==> src/rtl/dterm_pkg.sv <==
// Shared defaults and helpers for the PID term blocks.
// The saturation helper clamps a signed value to a signed width of out_w bits.
package dterm_pkg;

  localparam int ERR_W_DEF     = 10;
  localparam int DIFF_W_DEF    = 8;
  localparam int COEFF_W_DEF   = 5;
  localparam int DEPTH_DEF     = 3;
  localparam int NCH_DEF       = 2;
  localparam int COEFF_RST_DEF = 7;

  function automatic int sat_s(input int val, input int out_w);
    int hi;
    int lo;
    hi = (1 << (out_w - 1)) - 1;
    lo = -(1 << (out_w - 1));
    if (val > hi) return hi;
    if (val < lo) return lo;
    return val;
  endfunction

endpackage

==> src/rtl/dterm_if.sv <==
// Sample, coefficient, flush and result signals of the derivative term block.
interface dterm_if #(
  parameter int ERR_W   = 10,
  parameter int DIFF_W  = 8,
  parameter int COEFF_W = 5,
  parameter int CH_W    = 1
);
  logic signed [ERR_W-1:0]          err_sat;
  logic        [CH_W-1:0]           err_ch;
  logic                             err_vld;
  logic                             coeff_wr;
  logic signed [COEFF_W-1:0]        coeff_in;
  logic                             clr;
  logic        [CH_W-1:0]           clr_ch;
  logic signed [DIFF_W+COEFF_W-1:0] D_term;
  logic                             D_vld;
  logic        [CH_W-1:0]           D_ch;

  modport master (
    output err_sat, err_ch, err_vld, coeff_wr, coeff_in, clr, clr_ch,
    input  D_term, D_vld, D_ch
  );

  modport slave (
    input  err_sat, err_ch, err_vld, coeff_wr, coeff_in, clr, clr_ch,
    output D_term, D_vld, D_ch
  );
endinterface

==> src/rtl/dterm_hist.sv <==
// One channel's sample history: DEPTH-deep shift register plus a prime counter
// that saturates at DEPTH once the oldest entry holds a real sample.
module dterm_hist
  import dterm_pkg::*;
#(
  parameter int ERR_W = ERR_W_DEF,
  parameter int DEPTH = DEPTH_DEF
) (
  input  logic                    clk,
  input  logic                    rst_n,
  input  logic                    i_shift,
  input  logic                    i_clr,
  input  logic signed [ERR_W-1:0] i_sample,
  output logic signed [ERR_W-1:0] o_oldest,
  output logic                    o_primed
);
  localparam int CNT_W = $clog2(DEPTH + 1);

  logic signed [ERR_W-1:0] r_hist [DEPTH];
  logic        [CNT_W-1:0] r_cnt;

  always_ff @(posedge clk) begin
    if (!rst_n || i_clr) begin
      for (int i = 0; i < DEPTH; i++) r_hist[i] <= '0;
      r_cnt <= '0;
    end else if (i_shift) begin
      r_hist[0] <= i_sample;
      for (int i = 1; i < DEPTH; i++) r_hist[i] <= r_hist[i-1];
      if (r_cnt != CNT_W'(DEPTH)) r_cnt <= r_cnt + CNT_W'(1);
    end
  end

  assign o_oldest = r_hist[DEPTH-1];
  assign o_primed = (r_cnt == CNT_W'(DEPTH));

endmodule

==> src/rtl/dterm_mc.sv <==
// Multi-channel derivative term: saturated (sample - sample DEPTH back) times
// a programmable coefficient, two-stage pipeline, one result per accepted sample.
module dterm_mc
  import dterm_pkg::*;
#(
  parameter int ERR_W     = ERR_W_DEF,
  parameter int DIFF_W    = DIFF_W_DEF,
  parameter int COEFF_W   = COEFF_W_DEF,
  parameter int DEPTH     = DEPTH_DEF,
  parameter int NCH       = NCH_DEF,
  parameter int COEFF_RST = COEFF_RST_DEF
) (
  input logic    clk,
  input logic    rst_n,
  dterm_if.slave bus
);
  localparam int CH_W = (NCH > 1) ? $clog2(NCH) : 1;
  localparam int P_W  = DIFF_W + COEFF_W;

  logic                      w_acc;
  logic signed [ERR_W-1:0]   w_oldest_arr [NCH];
  logic        [NCH-1:0]     w_primed_arr;
  logic signed [ERR_W-1:0]   w_oldest;
  logic                      w_primed;
  logic signed [ERR_W:0]     w_diff;
  logic signed [DIFF_W-1:0]  w_diff_sat;
  logic signed [P_W-1:0]     w_prod;

  logic                      r_s1_vld;
  logic signed [DIFF_W-1:0]  r_s1_diff;
  logic        [CH_W-1:0]    r_s1_ch;
  logic signed [COEFF_W-1:0] r_s1_coeff;
  logic                      r_s1_primed;
  logic signed [COEFF_W-1:0] r_coeff;
  logic signed [P_W-1:0]     r_d_term;
  logic                      r_d_vld;
  logic        [CH_W-1:0]    r_d_ch;

  // A flush of the sample's own channel wins over the sample.
  always_comb begin
    w_acc = bus.err_vld && (int'(bus.err_ch) < NCH) &&
            !(bus.clr && (bus.clr_ch == bus.err_ch));
  end

  always_comb begin
    w_oldest = '0;
    w_primed = 1'b0;
    for (int c = 0; c < NCH; c++) begin
      if (bus.err_ch == CH_W'(c)) begin
        w_oldest = w_oldest_arr[c];
        w_primed = w_primed_arr[c];
      end
    end
  end

  genvar g;
  generate
    for (g = 0; g < NCH; g++) begin : g_ch
      dterm_hist #(.ERR_W(ERR_W), .DEPTH(DEPTH)) u_hist (
        .clk      (clk),
        .rst_n    (rst_n),
        .i_shift  (w_acc && (bus.err_ch == CH_W'(g))),
        .i_clr    (bus.clr && (bus.clr_ch == CH_W'(g))),
        .i_sample (bus.err_sat),
        .o_oldest (w_oldest_arr[g]),
        .o_primed (w_primed_arr[g])
      );
    end
  endgenerate

  assign w_diff     = $signed({bus.err_sat[ERR_W-1], bus.err_sat}) -
                      $signed({w_oldest[ERR_W-1], w_oldest});
  assign w_diff_sat = DIFF_W'(sat_s(int'(w_diff), DIFF_W));
  assign w_prod     = $signed(P_W'(r_s1_diff)) * $signed(P_W'(r_s1_coeff));

  always_ff @(posedge clk) begin
    if (!rst_n) begin
      r_coeff     <= COEFF_W'(COEFF_RST);
      r_s1_vld    <= 1'b0;
      r_s1_diff   <= '0;
      r_s1_ch     <= '0;
      r_s1_coeff  <= '0;
      r_s1_primed <= 1'b0;
      r_d_term    <= '0;
      r_d_vld     <= 1'b0;
      r_d_ch      <= '0;
    end else begin
      if (bus.coeff_wr) r_coeff <= bus.coeff_in;
      r_s1_vld <= w_acc;
      if (w_acc) begin
        r_s1_diff   <= w_diff_sat;
        r_s1_ch     <= bus.err_ch;
        r_s1_coeff  <= r_coeff;
        r_s1_primed <= w_primed;
      end
      r_d_vld <= r_s1_vld;
      if (r_s1_vld) begin
        r_d_term <= r_s1_primed ? w_prod : '0;
        r_d_ch   <= r_s1_ch;
      end
    end
  end

  assign bus.D_term = r_d_term;
  assign bus.D_vld  = r_d_vld;
  assign bus.D_ch   = r_d_ch;

endmodule

==> src/flat_wrapper.sv <==
// flat-port wrapper written by rule: the top's interface ports become plain ports
module dterm_mc_flat import dterm_pkg::*;
#(
  parameter int ERR_W     = ERR_W_DEF,
  parameter int DIFF_W    = DIFF_W_DEF,
  parameter int COEFF_W   = COEFF_W_DEF,
  parameter int DEPTH     = DEPTH_DEF,
  parameter int NCH       = NCH_DEF,
  parameter int COEFF_RST = COEFF_RST_DEF
)
  (clk, rst_n, bus_err_sat, bus_err_ch, bus_err_vld, bus_coeff_wr, bus_coeff_in, bus_clr, bus_clr_ch, bus_D_term, bus_D_vld, bus_D_ch);
  dterm_if #(.ERR_W(ERR_W), .DIFF_W(DIFF_W), .COEFF_W(COEFF_W), .CH_W((1))) bus_i ();
  input logic clk;
  input logic rst_n;
  input wire logic [$bits(bus_i.err_sat)-1:0] bus_err_sat;
  input wire logic [$bits(bus_i.err_ch)-1:0] bus_err_ch;
  input wire logic [$bits(bus_i.err_vld)-1:0] bus_err_vld;
  input wire logic [$bits(bus_i.coeff_wr)-1:0] bus_coeff_wr;
  input wire logic [$bits(bus_i.coeff_in)-1:0] bus_coeff_in;
  input wire logic [$bits(bus_i.clr)-1:0] bus_clr;
  input wire logic [$bits(bus_i.clr_ch)-1:0] bus_clr_ch;
  output wire logic [$bits(bus_i.D_term)-1:0] bus_D_term;
  output wire logic [$bits(bus_i.D_vld)-1:0] bus_D_vld;
  output wire logic [$bits(bus_i.D_ch)-1:0] bus_D_ch;
  assign bus_i.err_sat = bus_err_sat;
  assign bus_i.err_ch = bus_err_ch;
  assign bus_i.err_vld = bus_err_vld;
  assign bus_i.coeff_wr = bus_coeff_wr;
  assign bus_i.coeff_in = bus_coeff_in;
  assign bus_i.clr = bus_clr;
  assign bus_i.clr_ch = bus_clr_ch;
  assign bus_D_term = bus_i.D_term;
  assign bus_D_vld = bus_i.D_vld;
  assign bus_D_ch = bus_i.D_ch;
  dterm_mc #(.ERR_W(ERR_W), .DIFF_W(DIFF_W), .COEFF_W(COEFF_W), .DEPTH(DEPTH), .NCH(NCH), .COEFF_RST(COEFF_RST)) u_core (.clk(clk), .rst_n(rst_n), .bus(bus_i));
endmodule
==> config.mk <==
export PLATFORM = sky130hd
export DESIGN_NAME = dterm_mc_flat
export DESIGN_NICKNAME = d
export VERILOG_FILES = /design/src/rtl/dterm_pkg.sv /design/src/rtl/dterm_if.sv /design/src/rtl/dterm_hist.sv /design/src/rtl/dterm_mc.sv /design/src/flat_wrapper.sv
export SDC_FILE = /design/constraint.sdc
export NUM_CORES = 1
export LEC_CHECK = 0
export BUFFER_PORTS_ARGS = -buffer_cell sky130_fd_sc_hd__buf_2
export CAP_MARGIN = 10
export CELL_PAD_IN_SITES_DETAIL_PLACEMENT = 2
export CELL_PAD_IN_SITES_GLOBAL_PLACEMENT = 2
export CORE_MARGIN = 5
export CORE_UTILIZATION = 35
export DETAILED_ROUTE_END_ITERATION = 10
export GPL_ROUTABILITY_DRIVEN = 0
export GPL_TIMING_DRIVEN = 0
export PLACE_DENSITY_LB_ADDON = 0.1
export SETUP_SLACK_MARGIN = 0.05
export SLEW_MARGIN = 20
export SYNTH_ARGS = -nofsm -noshare
export SYNTH_HDL_FRONTEND = slang
export SYNTH_HIERARCHICAL = 1
export SYNTH_SLANG_ARGS = --single-unit
export TNS_END_PERCENT = 5
==> constraint.sdc <==
create_clock -name clk -period 4.77 [get_ports clk]
set_input_delay 0.2385 -clock clk [delete_from_list [all_inputs] [get_ports clk]]
set_output_delay 0.2385 -clock clk [all_outputs]
set_load 0.01 [all_outputs]
==> impl_metrics.env, run 1 <==
export IMPL_cp_data_required_time_ns=5.05
export IMPL_io_buffers=35
export IMPL_instances_no_fill=845
export IMPL_max_cap_violations=0
export IMPL_viasPerCell=4.70
export IMPL_grt_overflow=0
export IMPL_fin_ws_ns=0.417
export IMPL_cts_tree="yes"
export IMPL_vias=3975
export IMPL_first_pass_iters=4
export IMPL_synth_top_cell_area_share_pct=29.7
export IMPL_cp_slowest_stage_delay_ns=0.56
export IMPL_synth_area_leaders="edfxtp_1, dfxtp_1, and2_1"
export IMPL_async_flop_share_pct=0
export IMPL_antennaDiodeCount=0
export IMPL_clockPowerShare_pct=36.6
export IMPL_whs_ns=0.102
export IMPL_synth_edf_count=60
export IMPL_startpoint_type="flip-flop"
export IMPL_dp_cells=829
export IMPL_nets=697
export IMPL_grt_pass1_vias=4558
export IMPL_netSwitchingFraction_pct=27.5
export IMPL_cpMaxStageDelayCell="fa_1"
export IMPL_run_status="finished clean"
export IMPL_crit_arrival_ns=4.64
export IMPL_syn_area_um2=6060
export IMPL_dp_hpwl_um=10700
export IMPL_maxSlewHeadroom_pct=48.1
export IMPL_peakVddDrop_v=0.000208
export IMPL_numCtsBuffers=9
export IMPL_synth_main_ff_cell="edfxtp_1"
export IMPL_cts_sinks=100
export IMPL_finalCritPeriodShare_pct=91.3
export IMPL_critical_path_buf_inv_count=3
export IMPL_drt_total_wl_um=13500
export IMPL_fin_tns_setup_ns=0
export IMPL_synth_top_area_cell="edfxtp_1"
export IMPL_drive_gt1_share_pct=15.3
export IMPL_rsz0062_at_grt="false"
export IMPL_post_cts_setup_buffer_count=0
export IMPL_ys_ff_latch=100
export IMPL_synth_warnings=6
export IMPL_hold_violations=0
export IMPL_drcViolationCount=0
export IMPL_slew_violations=0
export IMPL_layout_commonest_cell="and2_1"
export IMPL_hold_class="input pin to flip-flop"
export IMPL_cts_hold_buf=0
export IMPL_worst_pin_slew_ns=0.779
export IMPL_yosysSeqAreaShare_pct=42.9
export IMPL_fin_skew_ns=0.0104
export IMPL_grt_pass1_wl_um=22600
export IMPL_antenna_found_initial=0
export IMPL_die_h_um=142
export IMPL_power_leakage_nw=2.95
export IMPL_die_w_um=142
export IMPL_dpl_instance_area_um2=6540
export IMPL_dpl_worst_slack_ns=0.423
export IMPL_crit_chain="clkinv_1 -> nor2_1 -> fa_1 -> fa_1 -> inv_1 -> fa_1 -> inv_1 -> ha_1 -> o21ai_0 -> o21ai_1 -> a21oi_1 -> o21bai_1 -> xor2_1 -> nand3_1 -> a21boi_0"
export IMPL_synth_nets=650
export IMPL_syn_inst=568
export IMPL_track_usage_pct=14.3
export IMPL_crit_family="adder cells"
export IMPL_boundaryPins=37
export IMPL_htree_levels=3
export IMPL_p_sw_mw=0.580
export IMPL_cts_buffer_depth=2
export IMPL_dieArea_um2=20000
export IMPL_crit_fanout=8
export IMPL_synth_avg_cell_area_um2=10.7
export IMPL_drt_iter0_drc=79
export IMPL_detail_route_wl_per_cell_um=16.0
export IMPL_intPower_mw=1.53
export IMPL_p_seq_share_pct=47.4
export IMPL_design_area_um2=6850
export IMPL_setup_violations=0
export IMPL_cp_end_kind="flip-flop"
export IMPL_synth_cell_type_count=50
export IMPL_cts_root_buffer="clkbuf_16"
export IMPL_power_frac_comb_pct=16.0
export IMPL_min_period_ns=4.35
export IMPL_clk_pin_slew_worst_paths_ns=0.07
export IMPL_row_count=48
export IMPL_syn_to_final_growth_pct=13.0
export IMPL_total_power_mw=2.11
export IMPL_grt_max_degree=31
export IMPL_path_common_cell="fa_1"
export IMPL_power_density_nw_per_um2=308
export IMPL_final_core_util_pct=40.0
export IMPL_start_util_pct=35.4
export IMPL_clock_latency_ns=0.36
export IMPL_drtAntennaViolNets=0
export IMPL_core_area_um2=17100
export IMPL_max_freq_ghz=0.230
export IMPL_final_cell_mix="and2_1, edfxtp_1, inv_1"
export IMPL_postCtsResizedCells=0
export IMPL_crit_type="flip-flop to flip-flop"
worst reg2reg max path, delay by kind of cell, from the launching register on:
family	cells	cell delay, ns
AO/OA/AOI/OAI	5	1.03
XOR/XNOR	1	0.28
adder cells (fa/ha/maj)	4	1.87
buffers and inverters	3	0.36
flip-flops	1	0.38
AND/OR/NAND/NOR	2	0.37
routing by layer:
metal | up-vias | track usage, % | share of wire [%]
li1 | 1953 | - | -
met1 | 1980 | 15.8 | 42
met2 | 28 | 27.5 | 55
met3 | 14 | 1.82 | 1.8
met4 | 0 | 5.76 | 2.0
met5 | - | 0 | 0
area by class of cell:
| type | instances | area [um^2] |
|---|---|---|
| clock inverters | 7 | 81.3 |
| fillers | 1843 | 10300 |
| inverters | 56 | 210 |
| clock buffers | 9 | 225 |
| plain buffers | 38 | 268 |
| multi-input cells | 374 | 2990 |
| repair buffers | 36 | 195 |
| well taps | 225 | 282 |
| flip-flops and latches | 100 | 2600 |
flip-flops by register name, indices dropped and copies added, names as in the netlist:
name                       flops
u_core/bus.D_vld               1
u_core/r_s1_vld                1
u_core/r_s1_diff               8
u_core/r_s1_coeff              5
u_core/r_coeff                 5
u_core/g_ch.u_hist/r_cnt       4
u_core/g_ch.u_hist/r_hist     60
u_core/bus.D_ch                1
u_core/bus.D_term             13
u_core/r_s1_primed             1
u_core/r_s1_ch                 1
cells in the mapped netlist (all sizes together), types with 6 or more instances:
| cell type | number |
|---|---|
| edfxtp | 60 |
| a21boi | 14 |
| nor2 | 29 |
| fa | 27 |
| dfxtp | 40 |
| o22ai | 6 |
| o21ai | 17 |
| mux2i | 16 |
| clkbuf | 8 |
| nor2b | 11 |
| nand3 | 6 |
| nand2 | 35 |
| inv | 55 |
| nor3 | 8 |
| ha | 33 |
| buf | 30 |
| xnor2 | 16 |
| o21a | 6 |
| and2 | 92 |
| a21oi | 17 |
| nand2b | 14 |
path summary, 6_finish.rpt:
kind              cells past startpoint  slack, ns               endpoint                   from
setup / recovery                     15       0.42  u_core/bus.D_term[10]   u_core/r_s1_coeff[4]
hold / removal                        3       0.10      u_core/r_coeff[0]        bus_coeff_in[0]
setup reg to reg                     15       0.42  u_core/bus.D_term[10]   u_core/r_s1_coeff[4]
hold reg to reg                       2       0.47  u_core/bus.D_term[12]  u_core/bus.D_term[12]
power by group through the flow:
stage	logic (mW)	registers [mW]	clock network (mW)
5_1_grt	0.380	1.01	0.843
3_3_place_gp	0.324	1.02	0
2_1_floorplan	0.256	1.01	0
3_5_place_dp	0.343	1.02	0
4_1_cts	0.348	1.00	0.812
6_report	0.338	0.999	0.773
cell families (layout without fill, tap and decap cells):
| kind of cell | after synthesis | after routing | synth area share (%) |
|---|---|---|---|
| adders and majority gates | 60 | 60 | 15.7 |
| AOI/OAI and AO/OA | 79 | 79 | 9.08 |
| muxes | 17 | 17 | 2.83 |
| DFF | 100 | 100 | 42.9 |
| buffers and inverters | 94 | 146 | 7.89 |
| and+or+nand+nor | 198 | 198 | 18.5 |
| xor gates and xnor gates | 20 | 20 | 3.01 |
No activity file was read; power rests on OpenSTA's default activity.
==> run 2: changes to the inputs <==
PLACE_DENSITY = 0.68   (was unset)
PLACE_DENSITY_LB_ADDON = unset   (was 0.1)
==> impl_metrics.env, run 2 (same netlist as run 1, synthesis figures left out) <==
export IMPL_clock_latency_ns=0.35
export IMPL_nets=696
export IMPL_fin_tns_setup_ns=0
export IMPL_cts_hold_buf=0
export IMPL_cts_tree="yes"
export IMPL_crit_fanout=8
export IMPL_startpoint_type="flip-flop"
export IMPL_numCtsBuffers=9
export IMPL_dp_cells=828
export IMPL_core_area_um2=17100
export IMPL_finalCritPeriodShare_pct=88.1
export IMPL_total_power_mw=2.13
export IMPL_grt_max_degree=31
export IMPL_layout_commonest_cell="and2_1"
export IMPL_cts_root_buffer="clkbuf_16"
export IMPL_drcViolationCount=0
export IMPL_timing_rr_start="u_core/r_s1_coeff[4]"
export IMPL_dpl_instance_area_um2=6520
export IMPL_syn_to_final_growth_pct=13.0
export IMPL_grt_overflow=0
export IMPL_start_util_pct=35.4
export IMPL_cp_data_required_time_ns=5.05
export IMPL_fin_skew_ns=0.00905
export IMPL_row_count=48
export IMPL_crit_arrival_ns=4.48
export IMPL_drt_total_wl_um=13000
export IMPL_r2r_end="u_core/bus.D_term[10]"
export IMPL_maxSlewHeadroom_pct=46.3
export IMPL_r2r_cells=15
export IMPL_grt_pass1_wl_um=21700
export IMPL_p_sw_mw=0.549
export IMPL_antenna_found_initial=0
export IMPL_first_pass_iters=4
export IMPL_top_register="u_core/g_ch.u_hist/r_hist"
export IMPL_post_cts_setup_buffer_count=0
export IMPL_drive_gt1_share_pct=15.2
export IMPL_cp_endpoint="u_core/bus.D_term[10]"
export IMPL_dieArea_um2=20000
export IMPL_drt_iter0_drc=86
export IMPL_dpl_worst_slack_ns=0.500
export IMPL_die_w_um=142
export IMPL_whs_ns=0.109
export IMPL_antennaDiodeCount=0
export IMPL_max_freq_ghz=0.238
export IMPL_power_density_nw_per_um2=311
export IMPL_crit_type="flip-flop to flip-flop"
export IMPL_power_leakage_nw=2.96
export IMPL_reg2reg_slack_ns=0.57
export IMPL_slew_violations=0
export IMPL_die_h_um=142
export IMPL_worstSetupStartpoint="u_core/r_s1_coeff[4]"
export IMPL_dp_hpwl_um=10400
export IMPL_clockPowerShare_pct=37.5
export IMPL_io_buffers=35
export IMPL_cp_end_kind="flip-flop"
export IMPL_detail_route_wl_per_cell_um=15.4
export IMPL_max_cap_violations=0
export IMPL_setup_violations=0
export IMPL_track_usage_pct=13.6
export IMPL_final_core_util_pct=40.0
export IMPL_min_period_ns=4.20
export IMPL_drtAntennaViolNets=0
export IMPL_power_frac_comb_pct=15.5
export IMPL_p_seq_share_pct=47.0
export IMPL_netSwitchingFraction_pct=25.8
export IMPL_boundaryPins=37
export IMPL_hold_violations=0
export IMPL_clk_pin_slew_worst_paths_ns=0.07
export IMPL_intPower_mw=1.58
export IMPL_instances_no_fill=844
export IMPL_worst_pin_slew_ns=0.805
export IMPL_fin_ws_ns=0.569
export IMPL_cts_buffer_depth=2
export IMPL_viasPerCell=4.72
export IMPL_peakVddDrop_v=0.000217
export IMPL_design_area_um2=6850
export IMPL_final_cell_mix="and2_1, edfxtp_1, inv_1"
export IMPL_htree_levels=3
export IMPL_largest_reg_flops=60
export IMPL_vias=3984
export IMPL_grt_pass1_vias=4534
export IMPL_rsz0062_at_grt="false"
export IMPL_run_status="finished clean"
export IMPL_hold_class="input pin to flip-flop"
export IMPL_cts_sinks=100
export IMPL_postCtsResizedCells=0
==> run 2: cell type report <==
class	count	area, um^2
Buffer	38	268
Clock buffer	11	254
Clock inverter	5	70.1
Fill cell	1833	10300
Inverter	56	210
Multi-Input combinational cell	374	2990
Sequential cell	100	2600
Tap cell	225	282
Timing Repair Buffer	35	175
==> run 2: worst max-delay path: stages, from the launching register on <==
cell and delay [ns]:
dfxtp_1 0.37, clkinv_1 0.27, nor2_1 0.23, fa_1 0.44
fa_1 0.55, inv_1 0.06, fa_1 0.53, inv_1 0.04
ha_1 0.34, o21ai_0 0.33, o21ai_1 0.13, a21oi_1 0.22
o21bai_1 0.10, xor2_1 0.23, nand3_1 0.10, a21boi_0 0.17
==> run 2: worst min-delay path by stage <==
stage	endpoint	cells past startpoint	start	slack (ns)
2_1_floorplan	u_core/r_coeff[0]	2	bus_coeff_in[0]	0.37
3_3_place_gp	u_core/bus.D_term[12]	2	u_core/bus.D_term[12]	0.43
3_5_place_dp	u_core/bus.D_term[12]	2	u_core/bus.D_term[12]	0.45
4_1_cts	u_core/r_coeff[0]	3	bus_coeff_in[0]	0.09
5_1_grt	u_core/r_coeff[0]	3	bus_coeff_in[0]	0.10
6_report	u_core/r_coeff[2]	3	bus_coeff_in[2]	0.11
==> run 2: power by group through the flow <==
stage / clock, mW / combinational [mW] / sequential [mW]
global placement: 0 / 0.321 / 1.02
floorplan: 0 / 0.256 / 1.01
finish: 0.798 / 0.330 / 1.00
CTS: 0.827 / 0.340 / 1.00
detailed placement: 0 / 0.338 / 1.02
global route: 0.858 / 0.373 / 1.01
==> run 2: layer usage <==
metal  global-route usage [%]  wire length, um
met1                     14.8             5270
met4                     4.65              224
met5                        0                0
met3                     2.26              321
met2                     26.4             7190
